===== src/rtl/trig_pkg.sv =====
// Shared types, widths and the quadrant fold helper for trig_lut_sched.
// No ports: imported by trig_lut_sched and rr_arbiter.
package trig_pkg;

    typedef enum logic [1:0] {
        IDLE,
        LOOKUP,
        RESP
    } sched_state_t;

    localparam int ANGLE_W = 10;
    localparam int LUT_W   = 8;
    localparam int RES_W   = 9;

    localparam logic [ANGLE_W-1:0] QUARTER = 10'd256;

    typedef struct packed {
        logic [LUT_W-1:0] idx;
        logic             neg;
    } fold_t;

    // Odd quadrants mirror the index; the lower half-circle is negative.
    function automatic fold_t fold_angle(input logic [ANGLE_W-1:0] e);
        fold_t f;
        f.idx = e[8] ? ~e[7:0] : e[7:0];
        f.neg = e[9];
        return f;
    endfunction

endpackage


===== src/rtl/rr_arbiter.sv =====
// Round-robin picker: first valid requester at or after ptr, wrapping.
// Ports: valid[N], ptr[IDW] in; grant[N] one-hot, id[IDW], any out.
module rr_arbiter
    import trig_pkg::*;
#(
    parameter int N   = 4,
    parameter int IDW = 2
) (
    input  logic [N-1:0]   valid,
    input  logic [IDW-1:0] ptr,
    output logic [N-1:0]   grant,
    output logic [IDW-1:0] id,
    output logic           any
);

    localparam logic [IDW:0] NV = (IDW+1)'(N);

    // One extra bit so ptr + offset cannot overflow before the wrap.
    logic [IDW:0] pos;

    always_comb begin
        grant = '0;
        id    = '0;
        any   = 1'b0;
        pos   = '0;
        for (int k = 0; k < N; k++) begin
            pos = {1'b0, ptr} + (IDW+1)'(k);
            if (pos >= NV) begin
                pos = pos - NV;
            end
            if (!any && valid[pos[IDW-1:0]]) begin
                any                   = 1'b1;
                grant[pos[IDW-1:0]]   = 1'b1;
                id                    = pos[IDW-1:0];
            end
        end
    end

endmodule


===== src/rtl/trig_lut_sched.sv =====
// Round-robin scheduler sharing one sine table among NREQ sin/cos requesters.
// Ports: clk, rst_n; req_valid/req_cos/req_angle in, req_ready out (one-hot);
//   lut_a out / lut_s in (external table); rsp_valid, rsp_id, rsp_value out,
//   rsp_ready in. Define TRIG_LUT_SCHED_CNT_EN to add lookup_count[15:0],
//   a saturating count of completed responses.
module trig_lut_sched
    import trig_pkg::*;
#(
    parameter int NREQ = 4,
    parameter int IDW  = 2
) (
    input  logic                    clk,
    input  logic                    rst_n,
    input  logic [NREQ-1:0]         req_valid,
    input  logic [NREQ-1:0]         req_cos,
    input  logic [NREQ*ANGLE_W-1:0] req_angle,
    output logic [NREQ-1:0]         req_ready,
    output logic [LUT_W-1:0]        lut_a,
    input  logic [LUT_W-1:0]        lut_s,
    output logic                    rsp_valid,
    input  logic                    rsp_ready,
    output logic [IDW-1:0]          rsp_id,
    output logic [RES_W-1:0]        rsp_value
`ifdef TRIG_LUT_SCHED_CNT_EN
    ,
    output logic [15:0]             lookup_count
`endif
);

    localparam logic [IDW-1:0] LAST = IDW'(NREQ - 1);

    sched_state_t     state_q, state_d;
    logic [IDW-1:0]   id_q, id_d;
    logic [IDW-1:0]   rr_ptr_q, rr_ptr_d;
    logic             neg_q, neg_d;
    logic [LUT_W-1:0] lut_a_q, lut_a_d;
    logic [RES_W-1:0] rsp_value_q, rsp_value_d;
    logic             rsp_valid_q, rsp_valid_d;

    logic [NREQ-1:0]    arb_gnt;
    logic [IDW-1:0]     arb_id;
    logic               arb_any;
    logic [ANGLE_W-1:0] sel_angle;
    logic               sel_cos;
    logic [ANGLE_W-1:0] eff_angle;
    fold_t              fold;
    logic               idle;
    logic               accept;
    logic               rsp_fire;

    rr_arbiter #(
        .N   (NREQ),
        .IDW (IDW)
    ) u_arb (
        .valid (req_valid),
        .ptr   (rr_ptr_q),
        .grant (arb_gnt),
        .id    (arb_id),
        .any   (arb_any)
    );

    always_comb begin
        sel_angle = '0;
        sel_cos   = 1'b0;
        for (int i = 0; i < NREQ; i++) begin
            if (arb_gnt[i]) begin
                sel_angle = req_angle[i*ANGLE_W +: ANGLE_W];
                sel_cos   = req_cos[i];
            end
        end
    end

    // Cosine is sine a quarter turn ahead; the add wraps at 10 bits.
    assign eff_angle = sel_angle + (sel_cos ? QUARTER : {ANGLE_W{1'b0}});
    assign fold      = fold_angle(eff_angle);

    assign idle     = (state_q == IDLE);
    assign accept   = idle && arb_any;
    assign rsp_fire = (state_q == RESP) && rsp_ready;

    // Gated by rst_n so no grant is visible while reset is held.
    assign req_ready = (idle && rst_n) ? arb_gnt : '0;

    always_comb begin
        state_d     = state_q;
        id_d        = id_q;
        rr_ptr_d    = rr_ptr_q;
        neg_d       = neg_q;
        lut_a_d     = lut_a_q;
        rsp_value_d = rsp_value_q;
        rsp_valid_d = rsp_valid_q;
        unique case (state_q)
            IDLE: begin
                if (accept) begin
                    id_d    = arb_id;
                    lut_a_d = fold.idx;
                    neg_d   = fold.neg;
                    state_d = LOOKUP;
                end
            end
            LOOKUP: begin
                rsp_value_d = neg_q ? ({RES_W{1'b0}} - {1'b0, lut_s})
                                    : {1'b0, lut_s};
                rsp_valid_d = 1'b1;
                state_d     = RESP;
            end
            RESP: begin
                if (rsp_ready) begin
                    rsp_valid_d = 1'b0;
                    rr_ptr_d    = (id_q == LAST) ? '0 : id_q + 1'b1;
                    state_d     = IDLE;
                end
            end
            default: begin
                state_d = IDLE;
            end
        endcase
    end

    always_ff @(posedge clk or negedge rst_n) begin
        if (!rst_n) begin
            state_q     <= IDLE;
            id_q        <= '0;
            rr_ptr_q    <= '0;
            neg_q       <= 1'b0;
            lut_a_q     <= '0;
            rsp_value_q <= '0;
            rsp_valid_q <= 1'b0;
        end else begin
            state_q     <= state_d;
            id_q        <= id_d;
            rr_ptr_q    <= rr_ptr_d;
            neg_q       <= neg_d;
            lut_a_q     <= lut_a_d;
            rsp_value_q <= rsp_value_d;
            rsp_valid_q <= rsp_valid_d;
        end
    end

    assign lut_a     = lut_a_q;
    assign rsp_valid = rsp_valid_q;
    assign rsp_id    = id_q;
    assign rsp_value = rsp_value_q;

`ifdef TRIG_LUT_SCHED_CNT_EN
    logic [15:0] cnt_q, cnt_d;

    always_comb begin
        cnt_d = cnt_q;
        if (rsp_fire && (cnt_q != 16'hFFFF)) begin
            cnt_d = cnt_q + 16'd1;
        end
    end

    always_ff @(posedge clk or negedge rst_n) begin
        if (!rst_n) begin
            cnt_q <= '0;
        end else begin
            cnt_q <= cnt_d;
        end
    end

    assign lookup_count = cnt_q;
`else
    logic unused_fire;
    assign unused_fire = rsp_fire;
`endif

endmodule

===== config.mk =====
export PLATFORM = sky130hd
export DESIGN_NAME = trig_lut_sched
export DESIGN_NICKNAME = d
export VERILOG_FILES = /design/src/rtl/trig_pkg.sv /design/src/rtl/rr_arbiter.sv /design/src/rtl/trig_lut_sched.sv
export SDC_FILE = /design/constraint.sdc
export NUM_CORES = 1
export LEC_CHECK = 0
export BUFFER_PORTS_ARGS = -buffer_cell sky130_fd_sc_hd__buf_2
export CAP_MARGIN = 20
export CELL_PAD_IN_SITES_DETAIL_PLACEMENT = 1
export CELL_PAD_IN_SITES_GLOBAL_PLACEMENT = 1
export CORE_MARGIN = 2
export CORE_UTILIZATION = 38
export CTS_CLUSTER_SIZE = 20
export DETAILED_ROUTE_END_ITERATION = 7
export GPL_ROUTABILITY_DRIVEN = 0
export PLACE_DENSITY = 0.91
export SETUP_SLACK_MARGIN = 0.05
export SYNTH_ARGS = -nofsm -noshare
export SYNTH_HDL_FRONTEND = slang
export SYNTH_HIERARCHICAL = 1
export SYNTH_SLANG_ARGS = --single-unit

===== constraint.sdc =====
create_clock -name clk -period 6 [get_ports clk]
set_clock_uncertainty 0.1 [all_clocks]
set_input_delay 0.9 -clock clk [delete_from_list [all_inputs] [get_ports clk]]
set_output_delay 0.9 -clock clk [all_outputs]
set_load 0.005 [all_outputs]

==> out/results.md, run 1 <==
- 24.6% — Area Growth Syn to Fin
- 0 — Routed Antenna Nets
- 0.00115 uW — Static Leakage
- 4.51 ns — final worst path period need
- 83 — I/O pin total
- 0.384 — layout cells sized above 1
- 82 — count of port buffers added during placement
- sky130_fd_sc_hd__ha_1 — cell seen most often among critical-path stages
- 0.229 mV — maximum ir drop on the vdd rail
- 0.27 ns — insertion delay of the later-clocked pin in the worst-skew pair
- 73 — initial DRC count
- 0 — Setup-failing EPs final
- 221 MHz — Max Freq
- register — nature of the critical path startpoint
- 0.484 — utilization after layout
- 6.11 ns — required time of the critical path
- rsp_value[3] — Hold Path Sink
- finished clean — result of the run
- 619 nW/um^2 — P per Cell Area
- 0.195 — total routing usage reported by global routing
- sky130_fd_sc_hd__dfrtp_1 — most area-hungry cell type in the Yosys netlist
- 2 — instance count along the most critical hold path
- 2420 sq um — post-route cell area
- sky130_fd_sc_hd__clkbuf_8 — CTS root buffer
- rr_ptr_q[0] — Reg-to-Reg Start
- rr_ptr_q[0] — origin of the worst setup path
- simple AND/OR/NAND/NOR gates — cell family contributing the most delay on the critical path
- 1950 sq um — cell area after synthesis
- 6 — count of synthesis-stage warnings from yosys
- 1908 — via count of the first global-routing pass
- 5.50 — drt via density
- sky130_fd_sc_hd__dfrtp_1 (32%), sky130_fd_sc_hd__a221oi_2 (6.2%), sky130_fd_sc_hd__o21ai_0 (5.4%) — most area-consuming cells after synthesis
- 0 — max-slew violation count
- 25 — TritonCTS sink count
- 2900 um — DR WL met2
- 0.322 — sequential fraction of the synthesis area
- 1.49 ns — Reg2Reg Setup Slack
- 0 — number of hold-repair buffers added at the cts stage
- 0 — final global-route overflow total
- 0 — reported max-cap violation count
- 0 — DRC
- 5010 sq um — Core Region
- 2 — largest buffer count on any clock path
- inv_1 -> ha_1 -> mux4_2 -> and2b_2 -> a22oi_1 -> o21ai_1 -> buf_4 -> nor2b_2 -> a221oi_1 -> o31ai_1 -> ha_1 -> or4_1 -> nand3_1 — cell breakdown of the critical path
- 5710 um — final routed wirelength across all metal layers
- 0 — number of flops mapped to enable cells by yosys
- 45 — synth unique cells
- 2420 um — wire length the detailed router placed on met1
- 0.10 ns — clock slew seen by the registers of the worst setup and hold paths
- 0.388 — Starting Density
- 1929 — overall via count from detail_route
- rsp_value[3] — start point of the worst hold path
- 4650 um — DP HPWL
- 8590 um — wire length of the first global-routing pass
- 16.3 um — average detailed-routed wire length per instance
- 0.322 — proportion of netlist area held by the largest area contributor
- 1.00 ns — Place WS
- lut_a[3] — endpoint of the lowest-slack register-to-register path
- 2 — Worst Path Buf+Inv
- register to register — Crit Path Category
- 315 um — Detail Route met3 WL
- register to register — min-delay worst type
- sky130_fd_sc_hd__dfrtp_1 — most instantiated library cell after synthesis
- 25 — number of storage elements in the synthesis netlist
- 0.485 — Max-slew headroom
- 0 — Gates resized, CTS repair
- 9.44 sq um — mean instance size in the synthesized netlist
- 5710 sq um — die footprint
- 14 — Max FO, Critical Path
- 4 — Pre-antenna DRT Iters
- 0 — antenna violations before repair
- 30 — largest net degree at the start of global routing
- 26 — standard-cell row count
- 0.764 ns — Tightest Pin Transition
- met4 — uppermost signal routing layer after detailed routing
- 0 ns — sum of negative setup slack
- 273 — total nets after synthesis
- 0.752 — share of the clock period used by the worst path
- 2370 sq um — Area after DPL
- 1.00 — FFs w/ async S/R, synth
- 1.49 ns — final worst setup slack
- sky130_fd_sc_hd__dfrtp_1 — main flop type after synthesis
- 0 — total inserted antenna cells
- register — endpoint type of the worst setup path
- 4.62 ns — arrival time worst endpoint
- 75.6 um — die width
- 75.6 um — chip height
- 1 — H-tree level count
- no — RSZ-0062 raised after global routing
- 0 — final hold viol count
- sky130_fd_sc_hd__dfrtp_1 (25), sky130_fd_sc_hd__nand2_1 (24), sky130_fd_sc_hd__o21ai_0 (21) — commonest cells in the netlist
- built — CTS tree
- 0.68 ns — worst stage delay on the critical path
- 349 — nets@finish
- 3 — clock buffers created by TritonCTS
- sky130_fd_sc_hd__dfrtp_1 — slowest cell on the critical path
- 206 — post-synthesis instance total
- 13 — Register-to-Register Path Depth
- 0 — post-CTS setup repair buffer count
- 0.387 ns — Hold WS
stage by stage:
| step | power, uW | instances |
|---|---|---|
| after floorplan | 1150 | 206 |
| after global routing | 1650 | 351 |
| after CTS | 1500 | 350 |
| final | 1500 | 351 |
| after global placement | 1350 | 346 |
| after detailed placement | 1400 | 346 |
where the power goes:
| part | switching (uW) | internal (uW) |
|---|---|---|
| Combinational | 601 | 458 |
| Sequential | 80.2 | 260 |
| Clock | 55.4 | 47.0 |
layout by cell type, fill, tap and decap left out, drive strengths merged, types with 2 or more instances in the layout:
master / instances
inv: 8
mux4: 4
and3: 5
dfrtp: 25
nor2b: 4
clkbuf: 3
nand2: 24
a221oi: 11
nand2b: 5
a21oi: 2
o31ai: 6
or2: 2
a22oi: 8
o211ai: 2
o22ai: 9
or3: 2
or4: 9
nor2: 4
buf: 83
ha: 8
o21ai: 26
nand3: 9
mux2i: 2
mux2: 5
xor2: 5
cell type report:
class,count,area [sq um]
Clock buffer,3,41.3
Clock inverter,1,7.51
Fill cell,620,2580
Inverter,9,47.5
Multi-Input combinational cell,160,1200
Sequential cell,25,626
Tap cell,70,87.6
Timing Repair Buffer,83,418
state kept, by name (all words and copies together), names as in the netlist:
signal and flops:
lut_a 8, rsp_id 2, rsp_value 9, rsp_valid 1, neg_q 1, rr_ptr_q 2, state_q 2
how the worst max path moves through the flow:
stage	end	cells past startpoint
after floorplan	lut_a[0]	12
after global placement	lut_a[0]	11
after detailed placement	lut_a[3]	12
after CTS	lut_a[2]	12
after global routing	lut_a[5]	13
final	lut_a[3]	13
worst register-to-register path, delay by kind of cell (launching register included):
family / cells / cell delay, ns
AO/OA/AOI/OAI: 4 / 0.74
adder cells (fa/ha/maj): 2 / 0.73
multiplexers: 1 / 0.39
flip-flops: 1 / 0.68
AND/OR/NAND/NOR: 4 / 1.47
buffers and inverters: 2 / 0.36
kinds of logic after synthesis:
kind of cell    synth area share
simple gates               0.195
compound gates             0.252
flops                      0.322
buf+inv                   0.0630
mux                       0.0894
fa+ha+maj                 0.0514
xor+xnor                  0.0270
metal layers:
layer / up-vias / track usage
li1: 941 / -
met1: 920 / 0.235
met2: 62 / 0.365
met3: 6 / 0.0251
met4: 0 / 0.0507
met5: - / 0
No activity file was read; power rests on OpenSTA's default activity.
==> run 2, diff against run 1 <==
- ABC_AREA: default -> 1
- CORE_UTILIZATION: 38 -> 33
- PLACE_DENSITY: 0.91 -> 0.86
- clock period: 6 -> 4.2 ns (I/O delays scaled with it)
==> run 2 against run 1 <==
Synthesized cell count rose by 67%. First-iteration DRC count fell by 19%. Non-clock buffer count fell by 1. Via count rose by 29%. Clock power rose by 40%. Count of clock-buffer cells in the layout rose by 1. Worst hold slack got worse by 0.14 ns. Combinational power rose by 99%. Largest power group unchanged.
==> out/results.md, run 2 <==
- 6520 um — final routed wirelength across all metal layers, was 5710 um
- 13.2 um — average detailed-routed wire length per instance, was 16.3 um
- 0 — antenna violations before repair, unchanged
- sky130_fd_sc_hd__nand2_1 (125), sky130_fd_sc_hd__buf_2 (82), sky130_fd_sc_hd__nand3_1 (49) — most used cells in the layout excluding fill and tap cells, was sky130_fd_sc_hd__buf_2 (82), sky130_fd_sc_hd__dfrtp_1 (25), sky130_fd_sc_hd__nand2_1 (24)
- 0 — number of flops mapped to enable cells by yosys, unchanged
- 0 — Setup-failing EPs final, unchanged
- 6.28 sq um — mean instance size in the synthesized netlist, was 9.44 sq um
- 2150 sq um — cell area after synthesis, was 1950 sq um
- 12 — Max FO, Critical Path, was 14
- 3.69 ns — final worst path period need
- 0.52 ns — Reg2Reg Setup Slack, was 1.49 ns
- rr_ptr_q[0] — Reg-to-Reg Start, unchanged
- built — CTS tree, unchanged
- 0 — max-slew violation count, unchanged
- no — RSZ-0062 raised after global routing, unchanged
- 0.339 — Starting Density, was 0.388
- 1 — H-tree level count, unchanged
- 0.446 mV — maximum ir drop on the vdd rail, was 0.229 mV
- 59 — initial DRC count, was 73
- 0.567 ns — Tightest Pin Transition, was 0.764 ns
- 0.260 — layout cells sized above 1, was 0.384
- 0.08 ns — clock slew seen by the registers of the worst setup and hold paths, was 0.10 ns
- sky130_fd_sc_hd__dfrtp_1 — most area-hungry cell type in the Yosys netlist, unchanged
- 0 — DRC, unchanged
- 0.622 — Max-slew headroom, was 0.485
- 1580 uW — sw power, was 736 uW
- 5.03 — drt via density, was 5.50
- finished clean — result of the run, unchanged
- 0.27 ns — insertion delay of the later-clocked pin in the worst-skew pair, about the same
- 16 — Register-to-Register Path Depth, was 13
- 2480 — overall via count from detail_route, was 1929
- 84.8 um — chip height, was 75.6 um
- sky130_fd_sc_hd__clkbuf_8 — CTS root buffer, unchanged
- register — nature of the critical path startpoint, unchanged
- register to primary output — Crit Path Category, was register to register
- 0 — Gates resized, CTS repair, unchanged
- 25 — TritonCTS sink count, unchanged
- sky130_fd_sc_hd__dfrtp_1 — main flop type after synthesis, unchanged
- 0.175 — sequential share of power, was 0.227
- sky130_fd_sc_hd__dfrtp_1 (29%), sky130_fd_sc_hd__nand2_1 (22%), sky130_fd_sc_hd__nand3_1 (12%) — most area-consuming cells after synthesis, was sky130_fd_sc_hd__dfrtp_1 (32%), sky130_fd_sc_hd__a221oi_2 (6.2%), sky130_fd_sc_hd__o21ai_0 (5.4%)
- 27 — largest net degree at the start of global routing, was 30
- 271 MHz — Max Freq
- 6 — count of synthesis-stage warnings from yosys, unchanged
- 0.290 — proportion of netlist area held by the largest area contributor, was 0.322
- 84.8 um — die width, was 75.6 um
- 7190 sq um — die footprint, was 5710 sq um
- 2595 — via count of the first global-routing pass, was 1908
- sky130_fd_sc_hd__nand2_1 — most common cell after layout, fill and taps aside, was sky130_fd_sc_hd__buf_2
- 484 — nets@finish, was 349
- 0.773 — combinational fraction of design power, was 0.705
- 11100 um — wire length of the first global-routing pass, was 8590 um
- 0 ns — sum of negative setup slack, unchanged
- 2.96 ns — arrival time worst endpoint, was 4.62 ns
- 1320 sq um — Multi-input gate area, was 1200 sq um
- 878 — fill cell count, was 620
- primary output — endpoint type of the worst setup path, was register
- 2 — largest buffer count on any clock path, unchanged
- 29 — standard-cell row count, was 26
- 82 — count of port buffers added during placement, unchanged
- 0.052 — Clock power frac, was 0.068
- 0 — reported max-cap violation count, unchanged
- 343 — post-synthesis instance total, was 206
- sky130_fd_sc_hd__nand2_1 (125), sky130_fd_sc_hd__nand3_1 (50), sky130_fd_sc_hd__inv_1 (26) — commonest cells in the netlist, was sky130_fd_sc_hd__dfrtp_1 (25), sky130_fd_sc_hd__nand2_1 (24), sky130_fd_sc_hd__o21ai_0 (21)
- 0 — post-CTS setup repair buffer count, unchanged
- 1040 nW/um^2 — P per Cell Area, was 619 nW/um^2
- inv_2 -> ha_1 -> inv_1 -> nand3_1 -> nand2_1 -> nor2_1 -> a21oi_1 -> nand3_1 -> inv_2 -> nor2_1 -> buf_2 — cell breakdown of the critical path, was inv_1 -> ha_1 -> mux4_2 -> and2b_2 -> a22oi_1 -> o21ai_1 -> buf_4 -> nor2b_2 -> a221oi_1 -> o31ai_1 -> ha_1 -> or4_1 -> nand3_1
- 0.54 ns — worst stage delay on the critical path, was 0.68 ns
- 23 — synth unique cells, was 45
- sky130_fd_sc_hd__dfrtp_1 — slowest cell on the critical path, unchanged
- 0.577 — switching power as a share of total power, was 0.490
- 0.185 — total routing usage reported by global routing, was 0.195
- 1.00 — FFs w/ async S/R, synth, unchanged
- 25 — number of storage elements in the synthesis netlist, unchanged
- 0 — number of hold-repair buffers added at the cts stage, unchanged
- 0.243 ns — Hold WS, was 0.387 ns
- 5340 um — DP HPWL, was 4650 um
- 0.00151 uW — Static Leakage, was 0.00115 uW
- lut_a[1] — endpoint of the lowest-slack register-to-register path, was lut_a[3]
- 6350 sq um — Core Region, was 5010 sq um
- 1160 uW — Int Pwr, was 766 uW
- primary input to async pin — min-delay worst type, was register to register
- 0 — final global-route overflow total, unchanged
- 0.290 — sequential fraction of the synthesis area, was 0.322
- 3 — clock buffers created by TritonCTS, unchanged
- 22.3% — Area Growth Syn to Fin, was 24.6%
- 3.47 ns — required time of the critical path, was 6.11 ns
- 9 — number of flip-flops under the largest register name, unchanged
- 0 — total inserted antenna cells, unchanged
- 410 — total nets after synthesis, was 273
- 0.878 — share of the clock period used by the worst path
- 4 — Pre-antenna DRT Iters, unchanged
- 0 — Routed Antenna Nets, unchanged
- 83 — I/O pin total, unchanged
- 0 — final hold viol count, unchanged
- 626 sq um — Seq. cell area, unchanged
- sky130_fd_sc_hd__nand2_1 — most instantiated library cell after synthesis, was sky130_fd_sc_hd__dfrtp_1
[run 2: cell count changes in the layout (fill, tap and decap cells not counted), sizes merged, moves of 14 or more]
cell / delta
a21oi: +20
nand3: +43
nor2: +14
o21ai: -16
inv: +28
nand2: +109
[run 2: cell families (layout without fill, tap and decap cells)]
logic type      count (synthesis)  in the layout  synth area share
xor+xnor                        3              3            0.0122
simple gates                  221            221             0.461
compound gates                 37             37            0.0918
flops                          25             25             0.290
fa+ha+maj                       8              8            0.0465
buf+inv                        49            122            0.0981
[run 2: how the worst max path moves through the flow]
| stage | start | to | slack [ns] |
|---|---|---|---|
| global placement | rr_ptr_q[0] | lut_a[4] | 0.68 |
| floorplan | rr_ptr_q[0] | lut_a[0] | 1.15 |
| global route | rr_ptr_q[0] | lut_a[7] | 0.09 |
| detailed placement | rr_ptr_q[0] | lut_a[3] | 0.44 |
| CTS | rr_ptr_q[0] | lut_a[3] | 0.43 |
| finish | rr_ptr_q[0] | req_ready[2] | 0.51 |
[run 2: final cells by class]
type,instances,share of cell area
Sequential cell,25,0.237
Timing Repair Buffer,82,0.156
Tap cell,77,0.0366
Inverter,36,0.0513
Clock buffer,4,0.0171
Multi-Input combinational cell,269,0.502
[run 2: routing by layer]
layer / track usage / share of wire / vias to the layer above
met5: 0 / 0 / -
met4: 0.0462 / 0.021 / 0
met3: 0.0265 / 0.039 / 16
met2: 0.331 / 0.50 / 62
met1: 0.233 / 0.44 / 1155
li1: - / - / 1247
[run 2: through the flow]
| stage | std cells | instance area (sq um) | util | total power (uW) | setup WS [ns] |
|---|---|---|---|---|---|
| after floorplan | 343 | 2150 | - | 2100 | 1.15 |
| after global placement | 489 | 2580 | 0.407 | 2500 | 0.682 |
| after detailed placement | 489 | 2580 | 0.407 | 2620 | 0.439 |
| after CTS | 493 | 2630 | 0.414 | 2770 | 0.426 |
| after global routing | 493 | 2640 | 0.415 | 3110 | 0.0885 |
| final | 493 | 2640 | 0.415 | 2740 | 0.513 |
[run 2: power groups by stage]
stage	Sequential [uW]	Clock [uW]	Combinational [uW]
4_1_cts	480	148	2140
6_report	479	143	2110
5_1_grt	500	158	2450
2_1_floorplan	466	0	1640
3_5_place_dp	481	0	2140
3_3_place_gp	480	0	2020
[run 2: worst max-delay path, delay by kind of cell, from the launching register on]
family / cells / cell delay, ns
AND/OR/NAND/NOR: 5 / 1.01
AO/OA/AOI/OAI: 1 / 0.12
buffers and inverters: 4 / 0.61
flip-flops: 1 / 0.54
adder cells (fa/ha/maj): 1 / 0.39
==> run 3, diff against run 2 <==
- PLACE_DENSITY: 0.86 -> 0.85
- SYNTH_HIERARCHICAL: 1 -> default
==> run 3 against run 2 <==
Routed wire length fell by 1.8%. Die area down 1.2%. Critical path type is now register to register. Largest cell class unchanged. Synthesized cell count down 5.0%.
==> out/results.md, run 3 <==
- finished clean — result of the run, unchanged
- sky130_fd_sc_hd__nand2_1 (115), sky130_fd_sc_hd__buf_2 (82), sky130_fd_sc_hd__nand3_1 (40) — most used cells in the layout excluding fill and tap cells, was sky130_fd_sc_hd__nand2_1 (125), sky130_fd_sc_hd__buf_2 (82), sky130_fd_sc_hd__nand3_1 (49)
- sky130_fd_sc_hd__dfrtp_1 — main flop type after synthesis, unchanged
- lut_a[1] — endpoint of the lowest-slack register-to-register path, unchanged
- 2 — largest buffer count on any clock path, unchanged
- built — CTS tree, unchanged
- 17 — Register-to-Register Path Depth, was 16
- 54 — initial DRC count, was 59
- no — RSZ-0062 raised after global routing, unchanged
- 19 — Max FO, Critical Path, was 12
- sky130_fd_sc_hd__nand2_1 — most instantiated library cell after synthesis, unchanged
- 7110 sq um — die footprint, was 7190 sq um
- sky130_fd_sc_hd__dfrtp_1 (29%), sky130_fd_sc_hd__nand2_1 (20%), sky130_fd_sc_hd__nand3_1 (9.4%) — most area-consuming cells after synthesis, was sky130_fd_sc_hd__dfrtp_1 (29%), sky130_fd_sc_hd__nand2_1 (22%), sky130_fd_sc_hd__nand3_1 (12%)
- 480 — Final Instance Count excl. Fillers, was 493
- 0.182 — total routing usage reported by global routing, was 0.185
- 0.616 — Max-slew headroom, was 0.622
- 277 MHz — Max Freq, was 271 MHz
- primary input to async pin — min-delay worst type, unchanged
- 0 — number of hold-repair buffers added at the cts stage, unchanged
- 0.266 — layout cells sized above 1, was 0.260
- 1050 nW/um^2 — P per Cell Area, was 1040 nW/um^2
- 0 — DRC, unchanged
- 0 — Setup-failing EPs final, unchanged
- register to register — Crit Path Category, was register to primary output
- 30 — synth unique cells, was 23
- 23.1% — Area Growth Syn to Fin, was 22.3%
- 0 ns — sum of negative setup slack, unchanged
- 0 — post-CTS setup repair buffer count, unchanged
- 25 — TritonCTS sink count, unchanged
- 476 — number of placed cells counting well taps, was 489
- sky130_fd_sc_hd__nand2_1 (115), sky130_fd_sc_hd__nand3_1 (40), sky130_fd_sc_hd__nor2_1 (35) — commonest cells in the netlist, was sky130_fd_sc_hd__nand2_1 (125), sky130_fd_sc_hd__nand3_1 (50), sky130_fd_sc_hd__inv_1 (26)
- 0 — reported max-cap violation count, unchanged
- 0 — count of synthesis-stage warnings from yosys, was 6
- 25 — number of storage elements in the synthesis netlist, unchanged
- register — endpoint type of the worst setup path, was primary output
- 3.68 ns — arrival time worst endpoint, was 2.96 ns
- 0 — final hold viol count, unchanged
- 9 — number of flip-flops under the largest register name, unchanged
- 84.3 um — die width, was 84.8 um
- 0.575 ns — Place WS, was 0.439 ns
- 0 — final global-route overflow total, unchanged
- 0.442 mV — maximum ir drop on the vdd rail, was 0.446 mV
- sky130_fd_sc_hd__clkbuf_8 — CTS root buffer, unchanged
- 27 — largest net degree at the start of global routing, unchanged
- register — nature of the critical path startpoint, unchanged
- 1.00 — FFs w/ async S/R, synth, unchanged
- 0.584 ns — final worst setup slack, was 0.513 ns
- 0.294 — sequential fraction of the synthesis area, was 0.290
- 0.576 ns — Tightest Pin Transition, was 0.567 ns
- 0.00148 uW — Static Leakage, was 0.00151 uW
- 6400 um — final routed wirelength across all metal layers, was 6520 um
- 1 — H-tree level count, unchanged
- rr_ptr_q[0] — origin of the worst setup path, unchanged
- 4.95 — drt via density, was 5.03
- 2507 — via count of the first global-routing pass, was 2595
- 3 — clock buffers created by TritonCTS, unchanged
- 0.27 ns — insertion delay of the later-clocked pin in the worst-skew pair, about the same
- 0.58 ns — Reg2Reg Setup Slack, was 0.52 ns
- 0 — antenna violations before repair, unchanged
- 10900 um — wire length of the first global-routing pass, was 11100 um
- 4.27 ns — required time of the critical path, was 3.47 ns
- 872 — fill cell count, was 878
- 6280 sq um — Core Region, was 6350 sq um
- 84.3 um — chip height, was 84.8 um
- sky130_fd_sc_hd__dfrtp_1 — most area-hungry cell type in the Yosys netlist, unchanged
- 29 — standard-cell row count, unchanged
- 473 — nets@finish, was 484
- 83 — I/O pin total, unchanged
- 13.3 um — average detailed-routed wire length per instance, was 13.2 um
- 0.861 — share of the clock period used by the worst path, was 0.878
- 2378 — overall via count from detail_route, was 2480
- 0.294 — proportion of netlist area held by the largest area contributor, was 0.290
- 0 — Gates resized, CTS repair, unchanged
- 0 — max-slew violation count, unchanged
- 5240 um — DP HPWL, was 5340 um
- sky130_fd_sc_hd__nand2_1 — most common cell after layout, fill and taps aside, unchanged
- 0.339 — Starting Density, about the same
- rr_ptr_q[0] — Reg-to-Reg Start, unchanged
- 3.62 ns — final worst path period need, was 3.69 ns
- 0 — total inserted antenna cells, unchanged
- 4 — Pre-antenna DRT Iters, unchanged
- 0 — Routed Antenna Nets, unchanged
- 6.53 sq um — mean instance size in the synthesized netlist, was 6.28 sq um
- 395 — total nets after synthesis, was 410
- 0.09 ns — clock slew seen by the registers of the worst setup and hold paths, was 0.08 ns
- 2130 sq um — cell area after synthesis, was 2150 sq um
- 82 — count of port buffers added during placement, unchanged
- 326 — post-synthesis instance total, was 343
- 0 — number of flops mapped to enable cells by yosys, unchanged
==> run 3: report_power, final <==
group	total [uW]	switching, uW	internal [uW]
Sequential	481	107	374
Combinational	2120	1380	740
Clock	145	79.1	66.4
==> run 3: metal layers <==
metal	routed length, um	global-route usage	vias up
li1	-	-	1198
met5	0	0	-
met1	2750	0.224	1122
met4	95	0.0543	0
met3	205	0.0187	8
met2	3360	0.333	50
==> run 3: worst max path at each step <==
stage               endpoint  slack [ns]  cells past startpoint
detailed placement  lut_a[5]        0.58                     17
global route        lut_a[1]        0.22                     18
floorplan           lut_a[0]        1.17                     21
CTS                 lut_a[5]        0.56                     17
global placement    lut_a[5]        0.76                     17
finish              lut_a[1]        0.58                     17
==> run 3: kinds of logic (layout without fill, tap and decap cells) <==
family                     Yosys count  after routing  synth area share
AOI/OAI and AO/OA                   38             38             0.105
xor gates and xnor gates             6              6            0.0247
adders and majority gates           10             10            0.0588
buffers and inverters               38            115            0.0870
DFF                                 25             25             0.294
and+or+nand+nor                    209            209             0.431
==> run 3: layout make-up <==
class / instances / area [sq um] / area share
Multi-Input combinational cell: 263 / 1320 / 0.503
Clock buffer: 3 / 41.3 / 0.0158
Sequential cell: 25 / 626 / 0.239
Tap cell: 77 / 96.3 / 0.0368
Clock inverter: 1 / 5.00 / 0.00191
Inverter: 27 / 109 / 0.0415
Timing Repair Buffer: 84 / 425 / 0.162
==> run 3: critical path: stages (launching register included) <==
cell and delay (ns):
sky130_fd_sc_hd__dfrtp_1 0.66, sky130_fd_sc_hd__inv_6 0.10, sky130_fd_sc_hd__ha_1 0.38, sky130_fd_sc_hd__inv_1 0.12, sky130_fd_sc_hd__nand3_1 0.11, sky130_fd_sc_hd__nand2_2 0.12, sky130_fd_sc_hd__nand2_4 0.09, sky130_fd_sc_hd__nor2_8 0.11
sky130_fd_sc_hd__nand2_4 0.07, sky130_fd_sc_hd__o21ai_4 0.43, sky130_fd_sc_hd__inv_4 0.09, sky130_fd_sc_hd__o211ai_1 0.12, sky130_fd_sc_hd__nand2_1 0.08, sky130_fd_sc_hd__ha_1 0.41, sky130_fd_sc_hd__inv_1 0.24, sky130_fd_sc_hd__nand3_1 0.13
sky130_fd_sc_hd__nand3_1 0.11, sky130_fd_sc_hd__nand2_1 0.05
==> run 3: metrics by stage <==
stage	power, uW	utilization	hold slack (ns)	area, sq um
finish	2740	0.417	0.247	2620
global route	3100	0.417	0.286	2620
CTS	2770	0.417	0.263	2620
detailed placement	2620	0.410	0.365	2570
global placement	2530	0.410	0.363	2570
floorplan	2120	-	0.234	2130
